$ cat src/rtl/gem_pkg.sv
// Shared constants and types for the GEM K-character generator.
// Holds the character set, the default orbit length and the generator state enum.
package gem_pkg;

  localparam logic [7:0] K_IDLE   = 8'hBC;
  localparam logic [7:0] K_RESYNC = 8'h3C;
  localparam logic [7:0] K_BC0    = 8'h7C;

  // Rotating character, indexed by bxn[1:0].
  localparam logic [3:0][7:0] K_ROT = {8'hFD, 8'hFB, 8'hF7, 8'hBC};

  localparam int BXN_MAX_DEF = 3563;
  localparam int NUM_FIBERS  = 4;

  typedef enum logic [1:0] {
    ST_IDLE,
    ST_RESYNC,
    ST_RUN
  } gem_state_e;

endpackage

$ cat src/rtl/gem_kchar_gen_if.sv
// Control and fiber bus of the GEM K-character generator.
// The generator is the slave side; the test/loopback controller is the master side.
interface gem_kchar_gen_if;

  logic        run;
  logic        ttc_resync;
  logic        skew_wr;
  logic [2:0]  skew0;
  logic [2:0]  skew1;
  logic [2:0]  skew2;
  logic [2:0]  skew3;
  logic        inj_err;
  logic [3:0]  inj_mask;
  logic [7:0]  gem0_kchar;
  logic [7:0]  gem1_kchar;
  logic [7:0]  gem2_kchar;
  logic [7:0]  gem3_kchar;
  logic [11:0] bxn;
  logic        bc0;
  logic        running;
  logic [15:0] inj_cnt;

  modport slave (
    input  run, ttc_resync, skew_wr, skew0, skew1, skew2, skew3, inj_err, inj_mask,
    output gem0_kchar, gem1_kchar, gem2_kchar, gem3_kchar, bxn, bc0, running, inj_cnt
  );

  modport master (
    output run, ttc_resync, skew_wr, skew0, skew1, skew2, skew3, inj_err, inj_mask,
    input  gem0_kchar, gem1_kchar, gem2_kchar, gem3_kchar, bxn, bc0, running, inj_cnt
  );

endinterface

$ cat src/rtl/gem_kchar_dly.sv
// Per-fiber skew line: tap 0 is the live input, taps 1..7 are past inputs,
// and the selected tap is registered once more onto the fiber.
module gem_kchar_dly
  import gem_pkg::*;
(
  input  logic       clock,
  input  logic       global_reset,
  input  logic [7:0] din_i,
  input  logic [2:0] tap_sel_i,
  output logic [7:0] dout_o
);

  logic [7:0] line_q [1:7];
  logic [7:0] dout_q;
  logic [7:0] tap_c;

  always_comb begin
    tap_c = din_i;
    if (tap_sel_i != 3'd0) tap_c = line_q[tap_sel_i];
  end

  always_ff @(posedge clock) begin
    if (global_reset) begin
      // NOTE: the history is reset too, because after a skew change any old entry can reach the fiber.
      for (int i = 1; i <= 7; i++) line_q[i] <= K_IDLE;
      dout_q <= K_IDLE;
    end else begin
      line_q[1] <= din_i;
      for (int i = 2; i <= 7; i++) line_q[i] <= line_q[i-1];
      dout_q <= tap_c;
    end
  end

  assign dout_o = dout_q;

endmodule

$ cat src/rtl/gem_kchar_gen.sv
// GEM optohybrid K-character stream emulator: IDLE/RESYNC/RUN sequencer, injection, per-fiber skew.
// Define GEM_KCHAR_SKEW_EN to build the skew registers and delay lines; otherwise latency is fixed at 2.
module gem_kchar_gen
  import gem_pkg::*;
#(
  parameter int BXN_MAX    = BXN_MAX_DEF,
  parameter int RESYNC_LEN = 4
) (
  input  logic            clock,
  input  logic            global_reset,
  gem_kchar_gen_if.slave  bus
);

  gem_state_e state_q, state_d;
  logic [11:0] bxn_q, bxn_d;
  logic [7:0]  cnt_q, cnt_d;
  logic        running_q;
  logic        bc0_q;
  logic [15:0] inj_cnt_q;
  logic [7:0]  base_c;
  logic [NUM_FIBERS-1:0][7:0] s1_q;
  logic [NUM_FIBERS-1:0][7:0] kchar;

  always_comb begin
    // NOTE: every variable gets a default first so no path through the case infers a latch.
    state_d = state_q;
    bxn_d   = bxn_q;
    cnt_d   = cnt_q;
    base_c  = K_IDLE;
    unique case (state_q)
      ST_IDLE: begin
        bxn_d = '0;
        if (bus.run) begin
          state_d = ST_RESYNC;
          cnt_d   = '0;
        end
      end
      ST_RESYNC: begin
        base_c = K_RESYNC;
        bxn_d  = '0;
        if (bus.ttc_resync)                   cnt_d   = '0;
        else if (cnt_q == 8'(RESYNC_LEN - 1)) state_d = ST_RUN;
        else                                  cnt_d   = cnt_q + 8'd1;
      end
      ST_RUN: begin
        base_c = (bxn_q == 12'd0) ? K_BC0 : K_ROT[bxn_q[1:0]];
        if (bus.ttc_resync) begin
          state_d = ST_RESYNC;
          cnt_d   = '0;
          bxn_d   = '0;
        end else begin
          bxn_d = (bxn_q == 12'(BXN_MAX)) ? 12'd0 : bxn_q + 12'd1;
        end
      end
      default: state_d = ST_IDLE;
    endcase
    // Dropping run overrides resync and the normal sequence.
    if (!bus.run) begin
      state_d = ST_IDLE;
      bxn_d   = '0;
      cnt_d   = '0;
    end
  end

  always_ff @(posedge clock) begin
    if (global_reset) begin
      state_q   <= ST_IDLE;
      bxn_q     <= '0;
      cnt_q     <= '0;
      running_q <= 1'b0;
      bc0_q     <= 1'b0;
      inj_cnt_q <= '0;
      s1_q      <= {NUM_FIBERS{K_IDLE}};
    end else begin
      // NOTE: non-blocking assignments so every register here samples the pre-edge values.
      state_q   <= state_d;
      bxn_q     <= bxn_d;
      cnt_q     <= cnt_d;
      running_q <= (state_d == ST_RUN);
      bc0_q     <= (base_c == K_BC0);
      if (bus.inj_err && (bus.inj_mask != 4'd0) && (inj_cnt_q != 16'hFFFF))
        inj_cnt_q <= inj_cnt_q + 16'd1;
      for (int n = 0; n < NUM_FIBERS; n++)
        s1_q[n] <= base_c ^ {8{bus.inj_err & bus.inj_mask[n]}};
    end
  end

`ifdef GEM_KCHAR_SKEW_EN
  logic [NUM_FIBERS-1:0][2:0] skew_q;

  always_ff @(posedge clock) begin
    if (global_reset)     skew_q <= '0;
    else if (bus.skew_wr) skew_q <= {bus.skew3, bus.skew2, bus.skew1, bus.skew0};
  end

  for (genvar g = 0; g < NUM_FIBERS; g++) begin : g_fiber
    gem_kchar_dly u_dly (
      .clock        (clock),
      .global_reset (global_reset),
      .din_i        (s1_q[g]),
      .tap_sel_i    (skew_q[g]),
      .dout_o       (kchar[g])
    );
  end
`else
  logic [NUM_FIBERS-1:0][7:0] out_q;
  logic                       unused_skew;

  assign unused_skew = ^{bus.skew_wr, bus.skew0, bus.skew1, bus.skew2, bus.skew3};

  always_ff @(posedge clock) begin
    if (global_reset) out_q <= {NUM_FIBERS{K_IDLE}};
    else              out_q <= s1_q;
  end

  assign kchar = out_q;
`endif

  assign bus.gem0_kchar = kchar[0];
  assign bus.gem1_kchar = kchar[1];
  assign bus.gem2_kchar = kchar[2];
  assign bus.gem3_kchar = kchar[3];
  assign bus.bxn        = bxn_q;
  assign bus.bc0        = bc0_q;
  assign bus.running    = running_q;
  assign bus.inj_cnt    = inj_cnt_q;

endmodule

$ cat src/flat_wrapper.sv
// flat-port wrapper written by rule: the top's interface ports become plain ports
module gem_kchar_gen_flat import gem_pkg::*;
#(
  parameter int BXN_MAX    = BXN_MAX_DEF,
  parameter int RESYNC_LEN = 4
)
  (clock, global_reset, bus_run, bus_ttc_resync, bus_skew_wr, bus_skew0, bus_skew1, bus_skew2, bus_skew3, bus_inj_err, bus_inj_mask, bus_gem0_kchar, bus_gem1_kchar, bus_gem2_kchar, bus_gem3_kchar, bus_bxn, bus_bc0, bus_running, bus_inj_cnt);
  gem_kchar_gen_if bus_i ();
  input  logic clock;
  input  logic global_reset;
  input wire logic [$bits(bus_i.run)-1:0] bus_run;
  input wire logic [$bits(bus_i.ttc_resync)-1:0] bus_ttc_resync;
  input wire logic [$bits(bus_i.skew_wr)-1:0] bus_skew_wr;
  input wire logic [$bits(bus_i.skew0)-1:0] bus_skew0;
  input wire logic [$bits(bus_i.skew1)-1:0] bus_skew1;
  input wire logic [$bits(bus_i.skew2)-1:0] bus_skew2;
  input wire logic [$bits(bus_i.skew3)-1:0] bus_skew3;
  input wire logic [$bits(bus_i.inj_err)-1:0] bus_inj_err;
  input wire logic [$bits(bus_i.inj_mask)-1:0] bus_inj_mask;
  output wire logic [$bits(bus_i.gem0_kchar)-1:0] bus_gem0_kchar;
  output wire logic [$bits(bus_i.gem1_kchar)-1:0] bus_gem1_kchar;
  output wire logic [$bits(bus_i.gem2_kchar)-1:0] bus_gem2_kchar;
  output wire logic [$bits(bus_i.gem3_kchar)-1:0] bus_gem3_kchar;
  output wire logic [$bits(bus_i.bxn)-1:0] bus_bxn;
  output wire logic [$bits(bus_i.bc0)-1:0] bus_bc0;
  output wire logic [$bits(bus_i.running)-1:0] bus_running;
  output wire logic [$bits(bus_i.inj_cnt)-1:0] bus_inj_cnt;
  assign bus_i.run = bus_run;
  assign bus_i.ttc_resync = bus_ttc_resync;
  assign bus_i.skew_wr = bus_skew_wr;
  assign bus_i.skew0 = bus_skew0;
  assign bus_i.skew1 = bus_skew1;
  assign bus_i.skew2 = bus_skew2;
  assign bus_i.skew3 = bus_skew3;
  assign bus_i.inj_err = bus_inj_err;
  assign bus_i.inj_mask = bus_inj_mask;
  assign bus_gem0_kchar = bus_i.gem0_kchar;
  assign bus_gem1_kchar = bus_i.gem1_kchar;
  assign bus_gem2_kchar = bus_i.gem2_kchar;
  assign bus_gem3_kchar = bus_i.gem3_kchar;
  assign bus_bxn = bus_i.bxn;
  assign bus_bc0 = bus_i.bc0;
  assign bus_running = bus_i.running;
  assign bus_inj_cnt = bus_i.inj_cnt;
  gem_kchar_gen #(.BXN_MAX(BXN_MAX), .RESYNC_LEN(RESYNC_LEN)) u_core (.clock(clock), .global_reset(global_reset), .bus(bus_i));
endmodule
$ cat config.mk
export PLATFORM = sky130hd
export DESIGN_NAME = gem_kchar_gen_flat
export DESIGN_NICKNAME = d
export VERILOG_FILES = /design/src/rtl/gem_pkg.sv /design/src/rtl/gem_kchar_gen_if.sv /design/src/rtl/gem_kchar_dly.sv /design/src/rtl/gem_kchar_gen.sv /design/src/flat_wrapper.sv
export SDC_FILE = /design/constraint.sdc
export NUM_CORES = 1
export LEC_CHECK = 0
export BUFFER_PORTS_ARGS = -buffer_cell sky130_fd_sc_hd__buf_2
export CELL_PAD_IN_SITES_DETAIL_PLACEMENT = 0
export CELL_PAD_IN_SITES_GLOBAL_PLACEMENT = 2
export CORE_MARGIN = 10
export CORE_UTILIZATION = 33
export CTS_BUF_LIST = sky130_fd_sc_hd__clkbuf_16
export DETAILED_ROUTE_END_ITERATION = 8
export PLACE_DENSITY_LB_ADDON = 0.1
export SLEW_MARGIN = 30
export SYNTH_ARGS = -nofsm -noshare
export SYNTH_HDL_FRONTEND = slang
export SYNTH_SLANG_ARGS = --single-unit
$ cat constraint.sdc
create_clock -name clock -period 2.5 [get_ports clock]
set_input_delay 0.375 -clock clock [delete_from_list [all_inputs] [get_ports clock]]
set_output_delay 0.375 -clock clock [all_outputs]
set_load 0.02 [all_outputs]
-- After elaboration in Yosys (flattened, before gate mapping)
Index checks and enable logic that the tools add are counted.
- register bits after elaboration: 104
- bits in latches: 0
- bits in writable memories: 0
- ROM bits: 0
- input port bits: 22
- output and inout bits: 62
- memories: 0
- add/sub/neg operators: 3
- $mul: 0
- div/mod/pow operators: 0
- $lt $le $gt $ge: 1
- equality and inequality tests: 9
- shifts and indexed selects: 0
- multiplexer cells: 16
- bitwise logic cells: 9
- reductions and logical operators: 10
- operator list (kind ; count):
    8-bit two-way mux ; 5
    8-bit XOR ; 4
    12-bit two-way mux ; 2
    12-bit case mux with 2 select lines ; 1
    8-bit case mux with 3 select lines ; 1
    16-bit by 1-bit adder with 16-bit output, second input constant ; 1
    8-bit binary-select mux with 2-bit select ; 1
    16-bit != test, second input constant ; 1
    8-bit case mux with 2 select lines ; 1
    12-bit by 1-bit adder with 12-bit output, second input constant ; 1
    12-bit == test, second input constant ; 1
    12-bit logical NOT ; 1
    8-bit by 1-bit adder with 8-bit output, second input constant ; 1
    8-bit by 2-bit == test with 1-bit output, second input constant ; 1
    8-bit by 7-bit == test with 1-bit output, second input constant ; 1
    2-bit two-way mux ; 4
    2-bit case mux with 3 select lines ; 1
    1-bit bitwise AND ; 4
    2-bit == test, second input constant ; 2
    4-bit nonzero test ; 1
    2-bit OR reduction ; 2
    2-bit by 3-bit < comparator with 1-bit output, second input constant ; 1
    3-bit != test, second input constant ; 1
    3-bit AND reduction ; 1
    7 further kinds ; 8

-- Depth between registers and ports, before layout
Gate-level depths: netlist of run 1.
- depth after elaboration: 6
- mapped depth: 8
- mapped depth without buffers: 6

-- Worst setup path after synthesis of run 1
No wires, ideal clock.
- path kind: register -> register
- start point: reg u_core.inj_cnt_q[3], in the netlist u_core.bus.inj_cnt[3]
- end point: reg u_core.inj_cnt_q[9], in the netlist u_core.bus.inj_cnt[9]
- library setup time: 0.116 ns
- arrival: 1.804 ns
- data required time: 2.384 ns
- slack: 0.580 ns
- cell stages (with the launch flop): 5
- buffers on the path: 0
- clock period less this slack: 1.920 ns
- cell sequence: dfxtp_1 nand4_4 or4_4 or4b_1 o211a_1
- word-level cells in the longest chain between the ends: 2
- elaborated cells on any way between the ends: 3
- classes of those cells: add/sub (1); eq/ne (1); reduce/logical (1)
- RTL lines (what ; line ; source):
    start, declared ; gem_kchar_gen.sv:19 ; logic [15:0] inj_cnt_q;
    start signal, assigned ; gem_kchar_gen.sv:82 ; inj_cnt_q <= inj_cnt_q + 16'd1;
    branches (longest 2 deep; another with 16-bit by 1-bit adder with 16-bit output) ; -- ;
Parallel ways; which one is timed is not known.
A chain may end at the register's enable or synchronous reset.

-- Final worst setup path of run 1
- start point: reg u_core.state_q[0]
- end point: reg u_core.bxn_q[6], in the netlist u_core.bus.bxn[6]
- word-level cells in the longest chain between the ends: 3
- elaborated cells on any way between the ends: 6
- classes of those cells: eq/ne (2); mux (1); reduce/logical (3)
- RTL lines (what ; line ; source):
    start, declared ; gem_kchar_gen.sv:14 ; gem_state_e state_q, state_d;
    start signal, assigned ; gem_kchar_gen.sv:76 ; state_q <= state_d;
    2-bit by 1-bit == test with 1-bit output or 2-bit logical NOT (tied branches) ; gem_kchar_gen.sv:30 ; unique case (state_q)
    2-bit OR reduction (no source line) ; -- ;
    12-bit case mux with 2 select lines or 2-bit nonzero test (tied branches) ; -- ;
    end signal, assigned ; gem_kchar_gen.sv:77 ; bxn_q <= bxn_d;
    end, declared ; gem_kchar_gen.sv:15 ; logic [11:0] bxn_q, bxn_d;
Several ways; a longest one is shown, not always the timed one.

==> metrics.txt, run 1 <==
status=completed; final setup fails=0; multi-input logic area=1860 sq um; dpl hpwl=6.76 mm; Row Count=39; CTS H-tree depth=3; slew margin rel.=49.6%; Post-Synthesis Cells=407; number of global-route vias before repair=2950; Post-CTS Repair Setup Buffers=0; detailed-route via count=2994; total power divided by cell area=661 nW/um^2; Achievable Freq=488 MHz; delay-heaviest family, CP=simple AND/OR/NAND/NOR gates; I/O Buffers=70; Tcrit/Tclk final=82.0%; die width=129 microns; final hold viol count=0; post_cts resized=0; Avg Cell Area, Syn=9.67 sq um; met1 GRT Util=12.6%; first-pass GRT wire length=14.7 mm; Ys Warns=0; DR DRC count=0; clk_lat worst skew=0.35 ns; CP endpoint kind=flip-flop; async set or reset register ratio after synthesis=0%; DR iter-0 viols=130; cells on worst reg2reg path=6; largest net degree at the start of global routing=34; CP startpoint kind=flip-flop; register area=1920 sq um; worst hold stages=2; commonest register cell after synthesis=dfxtp_1; CTS tree=built; CTS Buf Count=9; post-layout power=3.13 mW; fin worst setup slack=0.451 ns; Post-Route WL=8.88 mm; WL/cell=14.2 microns; top cells by area, synth=dfxtp_1 (49%), xnor2_1 (4.2%), ha_1 (3.8%); remaining antenna violation count after routing=0; Mapped Area=3940 sq um; # IOs=84; critical path depth in cells=6; Critical Setup Path Class=flip-flop to flip-flop; Slew @ Worst Pin=0.753 ns; starting density of the core=34.0%; setup TNS=0 ns; Die Y=129 microns; Synth Register Bits=96; RSZ-0062 raised after global routing=false; Netlist cell types=48; worst-path cell chain=inv_1 -> ha_1 -> nor2b_1 -> o41ai_1 -> a21o_1 -> nor2_1; root buffer cell=clkbuf_16; crit path time final=2.05 ns; gr ovfl total=0; Seq/Total Area, Yosys=48.8%; WP buf/inv=1; core area=11600 sq um; gr usage total=11.0%; CP max-delay cell=nor2b_1; Pins Over Slew Limit=0; DR pass1 iterations=4; Worst Path Max Fanout=12; via/cell ratio=4.78; Die Footprint=16700 sq um; Max IR drop VDD=0.354 mV; Clock Tree Buf Depth=2; Layout fillers=1169; Final nets=512; Max stage delay on crit path=0.47 ns; area grow syn2layout=20.3%; Worst-path clk slew=0.07 ns; CP arrival=2.34 ns; GPL Wtd Cong=0.775; grt met2 use=18.1%; Max Clock Skew=0.00588 ns; largest area contributor in the netlist=dfxtp_1; Net Count, Synth=441; Hold-fix buffers, CTS=0; layout cells sized above 1=26.3%; maxcap violations=0; antenna violations before repair=0; met3 GRT Util=4.65%; n_diodes=0; WP data required=2.79 ns; pre-CTS WS=0.453 ns; share of the synthesized area in the top cell type=48.8%; EDFF count, synth=0; clk sinks=96; gr busiest metal=met2; leakage=1.90 nW; hold crit path type=input pin to flip-flop
layout make-up:
type,instances,share of cell area (%)
inverters,19,1.51
clock inverters,7,1.67
clock buffers,9,4.76
repair buffers,76,8.36
flip-flops and latches,96,40.6
multi-input cells,276,39.3
well taps,143,3.78
synthesized netlist by cell type (9+ instances only):
cell and instances:
dfxtp_1 96, nor2_1 33, nand2_1 30, inv_1 19
nor2b_1 19, xnor2_1 19, a21oi_1 18, nand3_1 16
or2_2 16, ha_1 12, mux2i_1 11, nand4_1 10
nor3_1 10, nor4_1 10, clkbuf_1 9
sequential cells by signal, indices dropped and copies added, names as in the netlist:
register	count
u_core.bus.bc0	1
u_core.state_q	2
u_core.cnt_q	8
u_core.bus.running	1
u_core.bus.gem3_kchar	7
u_core.bus.bxn	12
u_core.bus.gem2_kchar	7
u_core.bus.gem0_kchar	7
u_core.s1_q	28
u_core.bus.gem1_kchar	7
u_core.bus.inj_cnt	16
worst paths after layout:
kind,start,end,slack (ns)
worst max-delay path,u_core.state_q[0]$_SDFF_PP0_,u_core.bus.bxn[6]$_SDFFE_PP0P_,0.45
worst min-delay path,bus_inj_mask[1],u_core.s1_q[13]$_SDFF_PP1_,0.34
worst max register to register,u_core.state_q[0]$_SDFF_PP0_,u_core.bus.bxn[6]$_SDFFE_PP0P_,0.45
worst min register to register,u_core.s1_q[29]$_SDFF_PP1_,u_core.bus.gem3_kchar[5]$_SDFF_PP1_,0.41
cell families (layout without fill, tap and decap cells):
| group | count (synthesis) | after routing | share of synthesized area [%] |
|---|---|---|---|
| AND/OR/NAND/NOR | 175 | 175 | 24.7 |
| flip-flops | 96 | 96 | 48.8 |
| AO/OA/AOI/OAI | 44 | 44 | 7.89 |
| buffers and inverters | 35 | 111 | 3.88 |
| XOR/XNOR | 26 | 26 | 5.79 |
| multiplexers | 19 | 19 | 5.09 |
| adder cells (fa/ha/maj) | 12 | 12 | 3.82 |
power breakdown:
| part | internal, mW | switching [mW] | leakage, nW |
|---|---|---|---|
| sequential | 1.57 | 0.0136 | 0.783 |
| combinational | 0.0659 | 0.108 | 0.970 |
| clock | 0.716 | 0.653 | 0.151 |
| total | 2.35 | 0.775 | 1.90 |
metal layers:
layer / wire (microns) / up-vias
li1: - / 1548
met1: 4050 / 1377
met2: 4180 / 61
met3: 541 / 8
met4: 112 / 0
met5: 0 / -
stage by stage:
step	instance area (sq um)	instances	hold WS [ns]	utilization (%)
after floorplan	3940	407	0.389	-
after global placement	4430	610	0.399	38.3
after detailed placement	4430	610	0.392	38.3
after CTS	4730	626	0.338	40.9
after global routing	4730	626	0.361	40.9
final	4730	626	0.345	40.9
cells in the final DEF (no fill, tap or decap), types with 2 or more instances in the layout:
master	netlist	routed
a211oi_1	3	3
a21o_1	2	2
a21oi_1	18	18
buf_2	2	70
buf_4	5	6
clkbuf_16	0	9
dfxtp_1	96	96
ha_1	12	12
inv_1	19	19
inv_8	0	4
mux2_2	8	8
mux2i_1	11	11
nand2_1	30	30
nand2b_1	3	3
nand3_1	16	16
nand4_1	10	10
nor2_1	33	33
nor2b_1	19	19
nor3_1	10	10
nor4_1	10	10
o21ai_0	5	5
o31ai_1	4	4
o41ai_1	4	4
or2_2	16	16
or3_1	7	7
or3b_1	2	2
or4_1	6	6
or4b_1	2	2
xnor2_1	19	19
xor2_1	7	7
worst reg2reg max path, stage by stage, from the launching register on:
cell	delay (ns)
dfxtp_1	0.35
inv_1	0.11
ha_1	0.36
nor2b_1	0.48
o41ai_1	0.18
a21o_1	0.36
nor2_1	0.15
No activity file was read; power rests on OpenSTA's default activity.
==> run 2, diff against run 1 <==
--- a/config.mk
+++ b/config.mk
@@ -5,11 +5,12 @@
 export SDC_FILE = /design/constraint.sdc
 export NUM_CORES = 1
 export LEC_CHECK = 0
+export ABC_AREA = 1
 export BUFFER_PORTS_ARGS = -buffer_cell sky130_fd_sc_hd__buf_2
 export CELL_PAD_IN_SITES_DETAIL_PLACEMENT = 0
 export CELL_PAD_IN_SITES_GLOBAL_PLACEMENT = 2
 export CORE_MARGIN = 10
-export CORE_UTILIZATION = 33
+export CORE_UTILIZATION = 30
 export CTS_BUF_LIST = sky130_fd_sc_hd__clkbuf_16
 export DETAILED_ROUTE_END_ITERATION = 8
 export PLACE_DENSITY_LB_ADDON = 0.1
==> constraint.sdc (replaced) <==
create_clock -name clock -period 2.1 [get_ports clock]
set_input_delay 0.315 -clock clock [delete_from_list [all_inputs] [get_ports clock]]
set_output_delay 0.315 -clock clock [all_outputs]
set_load 0.02 [all_outputs]
==> metrics.txt, run 2 <==
Post-Synthesis Cells=575; DR iter-0 viols=140; Tcrit/Tclk final=82.3%; Critical Setup Path Class=flip-flop to flip-flop; worst hold slack=0.181 ns; met1 GRT Util=14.4%; Biggest register=u_core.s1_q; synth cell count leaders=nand2_1 (141), dfxtp_1 (96), nor2_1 (84); first-pass GRT wire length=17.3 mm; Max IR drop VDD=0.375 mV; Int Pwr=2.77 mW; slew margin rel.=68.8%; Worst Path Max Fanout=14; most common cell after layout, fill and taps aside=nand2_1; post_cts resized=0; Netlist cell types=33; fin area=5070 sq um; Ys Warns=0; detailed-route via count=3628; switching share of total power=25.0%; Layout fillers=1500; core area=13800 sq um; CTS H-tree depth=3; met3 GRT Util=2.71%; maxcap violations=0; top cells by area, synth=dfxtp_1 (46%), nand2_1 (13%), nor2_1 (7.5%); n_diodes=0; Pins Over Slew Limit=0; worst-path cell chain=ha_1 -> nand3_2 -> inv_2 -> nand2_2 -> o21ai_4 -> nand2_1 -> a21oi_2; Clk pwr share=42.6%; share of the synthesized area in the top cell type=45.6%; Post-CTS Repair Setup Buffers=0; DR DRC count=0; final setup fails=0; via/cell ratio=4.33; total power divided by cell area=727 nW/um^2; WL/cell=12.4 microns; max FFs per register=28; CP arrival=2.01 ns; Mapped Area=4220 sq um; CP endpoint kind=flip-flop; final hold viol count=0; Die Footprint=19200 sq um; hold crit path type=input pin to flip-flop; remaining antenna violation count after routing=0; Max Clock Skew=0.00404 ns; commonest register cell after synthesis=dfxtp_1; GPL Wtd Cong=0.759; DR pass1 iterations=4; combinational group share of total power=6.1%; most frequent cell after synthesis=nand2_1; EDFF count, synth=0; Worst-path clk slew=0.07 ns; commonest non-fill, non-tap cells in the layout=nand2_1 (141), dfxtp_1 (96), nor2_1 (84), inv_1 (70), buf_2 (70); Layout Utilization=36.7%; Post-Synth Simple-Gate Area=31.1%; Avg Cell Area, Syn=7.33 sq um; largest net degree at the start of global routing=37; post-synthesis mux area share=0%; Synth Register Bits=96; CP startpoint kind=flip-flop; setup TNS=0 ns; CTS Buf Count=9; Seq/Total Area, Yosys=45.6%; delay-heaviest family, CP=compound AO/OA/AOI/OAI gates; RSZ-0062 raised after global routing=false; Synth Area in Adders=3.56%; Row Count=43; leakage=2.18 nW; status=completed; largest area contributor in the netlist=dfxtp_1; gr usage total=11.0%; I/O Buffers=70; clk sinks=96; number of global-route vias before repair=3416; Post-Synth XOR/XNOR Area=2.49%; Post-Route WL=10.4 mm; gr ovfl total=0; CTS tree=built; Die Y=139 microns; post-layout power=3.69 mW; layout cells sized above 1=21.3%; root buffer cell=clkbuf_16; Net Count, Synth=609; sequential share of power=51.3%; Net Sw Power=920 uW; Slew @ Worst Pin=0.467 ns; CP max-delay cell=o21ai_4; Achievable Freq=578 MHz; placed cell area=4790 sq um; Compound-Gate Fraction of Synth Area=8.69%; WP data required=2.38 ns; starting density of the core=30.5%; antenna violations before repair=0; die width=139 microns; dpl hpwl=7.90 mm; Max stage delay on crit path=0.42 ns; area grow syn2layout=20.2%; gr busiest metal=met2; Final nets=687; # IOs=84; Hold-fix buffers, CTS=0; Clock Tree Buf Depth=2; crit path time final=1.73 ns; WP buf/inv=1; largest family of logic cells by synthesized area=simple AND/OR/NAND/NOR gates; async set or reset register ratio after synthesis=0%; clk_lat worst skew=0.34 ns; grt met2 use=16.6%
==> run 2: logic make-up after synthesis <==
family	Yosys count
xor gates and xnor gates	12
AOI/OAI and AO/OA	61
and+or+nand+nor	306
adders and majority gates	12
DFF	96
buffers and inverters	88
==> run 2: power by group through the flow <==
stage               Clock (mW)  Combinational, mW  Sequential (mW)
floorplan                    0              0.119             1.96
global placement             0              0.231             1.93
detailed placement           0              0.231             1.94
CTS                       1.64              0.231             1.89
global route              1.69              0.255             1.90
finish                    1.57              0.225             1.89
==> run 2: final cells by class <==
cell class	instances	area [sq um]	share of cell area, %
multi-input combinational	391	1930	38.2
sequential	96	1920	37.9
timing repair buffer	81	433	8.54
inverter	74	278	5.48
clock buffer	9	225	4.44
tap	180	225	4.44
clock inverter	7	52.6	1.04
==> run 2: final timing paths <==
| path | startpoint | end | slack [ns] | depth (start not counted) |
|---|---|---|---|---|
| worst max-delay path | u_core.bus.inj_cnt[1]$_SDFFE_PP0P_ | u_core.bus.inj_cnt[3]$_SDFFE_PP0P_ | 0.37 | 7 |
| worst min-delay path | bus_run | u_core.bus.running$_SDFF_PP0_ | 0.18 | 2 |
| worst max register to register | u_core.bus.inj_cnt[1]$_SDFFE_PP0P_ | u_core.bus.inj_cnt[3]$_SDFFE_PP0P_ | 0.37 | 7 |
| worst min register to register | u_core.s1_q[6]$_SDFF_PP0_ | u_core.bus.gem0_kchar[6]$_SDFF_PP0_ | 0.40 | 2 |
==> run 2: through the flow <==
step	instances	setup slack [ns]
CTS	838	0.340
detailed placement	822	0.358
global placement	822	0.382
finish	838	0.371
global route	838	0.185
floorplan	575	0.455
==> run 2: metal layers <==
metal | part of all wire, % | up-vias
li1 | - | 1955
met1 | 50 | 1602
met2 | 44 | 59
met3 | 4.2 | 12
met4 | 1.7 | 0
met5 | 0 | -
==> run 2: worst register-to-register path, stage by stage, from the launching register on <==
cell and delay (ns):
dfxtp_1 0.40, ha_1 0.27, nand3_2 0.14, inv_2 0.08
nand2_2 0.07, o21ai_4 0.42, nand2_1 0.13, a21oi_2 0.15
==> run 3, diff against run 2 <==
--- a/config.mk
+++ b/config.mk
@@ -10,7 +10,7 @@
 export CELL_PAD_IN_SITES_DETAIL_PLACEMENT = 0
 export CELL_PAD_IN_SITES_GLOBAL_PLACEMENT = 2
 export CORE_MARGIN = 10
-export CORE_UTILIZATION = 30
+export CORE_UTILIZATION = 28
 export CTS_BUF_LIST = sky130_fd_sc_hd__clkbuf_16
 export DETAILED_ROUTE_END_ITERATION = 8
 export PLACE_DENSITY_LB_ADDON = 0.1
==> constraint.sdc (replaced) <==
create_clock -name clock -period 1.5 [get_ports clock]
set_input_delay 0.225 -clock clock [delete_from_list [all_inputs] [get_ports clock]]
set_output_delay 0.225 -clock clock [all_outputs]
set_load 0.02 [all_outputs]
==> metrics.txt, run 3 (synthesized netlist as in run 2, its figures left out) <==
status=completed; final hold viol count=0; gr ovfl total=0; n_diodes=0; layout cells sized above 1=32.4%; CTS Buf Count=9; Final nets=742; clk sinks=96; setup TNS=0 ns; total power divided by cell area=930 nW/um^2; CTS H-tree depth=3; max FFs per register=28; antenna violations before repair=0; Max stage delay on crit path=0.38 ns; remaining antenna violation count after routing=0; Int Pwr=4.08 mW; switching share of total power=23.8%; Layout fillers=1544; CP max-delay cell=dfxtp_4; RSZ-0062 raised after global routing=true; Worst Path Max Fanout=6; Max Clock Skew=0.00629 ns; Biggest register=u_core.s1_q; CTS tree=built; maxcap violations=0; root buffer cell=clkbuf_16; Pins Over Slew Limit=0; DR pass1 iterations=4; die width=143 microns; Clock Tree Buf Depth=2; Clk pwr share=43.5%; placed cell area=5200 sq um; worst reg-to-reg setup slack=0.07 ns; Hold-fix buffers, CTS=0; final setup fails=0; sequential share of power=49.4%; CP startpoint kind=flip-flop; crit path time final=1.43 ns; most common cell after layout, fill and taps aside=nand2_1; CP endpoint kind=flip-flop; CP endpoint=u_core.s1_q[3]$_SDFF_PP1_; commonest non-fill, non-tap cells in the layout=nand2_1 (137), dfxtp_1 (90), nor2_1 (78), buf_2 (70), inv_1 (65); DR iter-0 viols=101; Slew @ Worst Pin=0.386 ns; first-pass GRT wire length=18.5 mm; number of global-route vias before repair=3836; detailed-route via count=3892; GPL Wtd Cong=0.791; CP arrival=1.64 ns; worst r2r src=u_core.state_q[1]$_SDFF_PP0_; starting density of the core=28.8%; clk_lat worst skew=0.35 ns; I/O Buffers=70; hold path startpoint=bus_run; Achievable Freq=702 MHz; Critical Setup Path Class=flip-flop to flip-flop; Row Count=44; delay-heaviest family, CP=flip-flops; slew margin rel.=74.2%; Die Footprint=20400 sq um; worst-path cell chain=inv_4 -> ha_4 -> inv_1 -> nor2_4 -> o21ai_4 -> buf_4 -> nand2_1 -> o21ai_0; WL/cell=12.7 microns; fin area=5750 sq um; dpl hpwl=8.65 mm; cells on worst reg2reg path=8; Post-Route WL=11.3 mm; area grow syn2layout=36.4%; gr usage total=11.3%; Die Y=143 microns; worst hold slack=0.0692 ns; WP buf/inv=3; via/cell ratio=4.34; Tcrit/Tclk final=95.0%; Final Non-Filler Cells=896; hold crit path type=input pin to flip-flop; critical path depth in cells=8; largest net degree at the start of global routing=49; core area=14600 sq um; Max IR drop VDD=0.476 mV; combinational group share of total power=7.1%; Worst-path clk slew=0.07 ns; placed insts=875; WP data required=1.72 ns; FF-to-FF End=u_core.s1_q[3]$_SDFF_PP1_; # IOs=84; DR DRC count=0; Net Sw Power=1.27 mW; leakage=2.50 nW; Worst setup startpoint=u_core.state_q[1]$_SDFF_PP0_
-- run 3: how the worst min path moves through the flow --
stage	endpoint	slack [ns]	cells past startpoint
CTS	u_core.bus.running$_SDFF_PP0_	0.05	2
floorplan	u_core.bus.running$_SDFF_PP0_	0.32	1
finish	u_core.bus.running$_SDFF_PP0_	0.07	2
global placement	u_core.bus.gem0_kchar[0]$_SDFF_PP0_	0.39	2
global route	u_core.bus.running$_SDFF_PP0_	0.07	2
detailed placement	u_core.bus.gem2_kchar[5]$_SDFF_PP1_	0.39	1
-- run 3: per-layer routing --
layer  up-vias  global-route usage [%]  part of all wire [%]  wire [microns]
li1       2061                       -                     -               -
met1      1750                    13.2                    46            5260
met2        69                    19.2                    47            5350
met3        12                    3.91                   5.2             588
met4         0                    3.31                   1.3             147
met5         -                       0                     0               0
-- run 3: final cells by class --
type | count | area, sq um | area share, %
clock buffer | 9 | 225 | 3.92
clock inverter | 6 | 76.3 | 1.33
inverter | 74 | 285 | 4.96
multi-input combinational | 391 | 2100 | 36.6
sequential | 96 | 1940 | 33.7
tap | 184 | 230 | 4.00
timing repair buffer | 136 | 890 | 15.5
-- run 3: what timing repair did --
action	CTS	global route
resized for setup	15	44
hold endpoints to repair	0	0
setup buffers	2	4
endpoints found under the setup margin	24	44
pin swaps	2	13
-- run 3: power groups by stage --
stage / registers (mW) / logic [mW] / clock network [mW]
6_report: 2.64 / 0.378 / 2.33
3_3_place_gp: 2.71 / 0.354 / 0
5_1_grt: 2.65 / 0.418 / 2.54
2_1_floorplan: 2.75 / 0.167 / 0
4_1_cts: 2.65 / 0.367 / 2.44
3_5_place_dp: 2.71 / 0.355 / 0
-- run 3: worst reg2reg max path, cell delays in order (launching register included) --
cell and delay, ns:
dfxtp_4 0.38, inv_4 0.06, ha_4 0.27, inv_1 0.06
nor2_4 0.17, o21ai_4 0.09, buf_4 0.16, nand2_1 0.05
o21ai_0 0.07
-- run 3: stage by stage --
stage	power [mW]	util, %	worst slack, ns
2_1_floorplan	2.92	-	0.00957
3_3_place_gp	3.06	35.5	-0.0662
3_5_place_dp	3.06	35.5	-0.0918
4_1_cts	5.46	38.1	0.0223
5_1_grt	5.60	39.3	-0.0157
6_report	5.35	39.3	0.0746
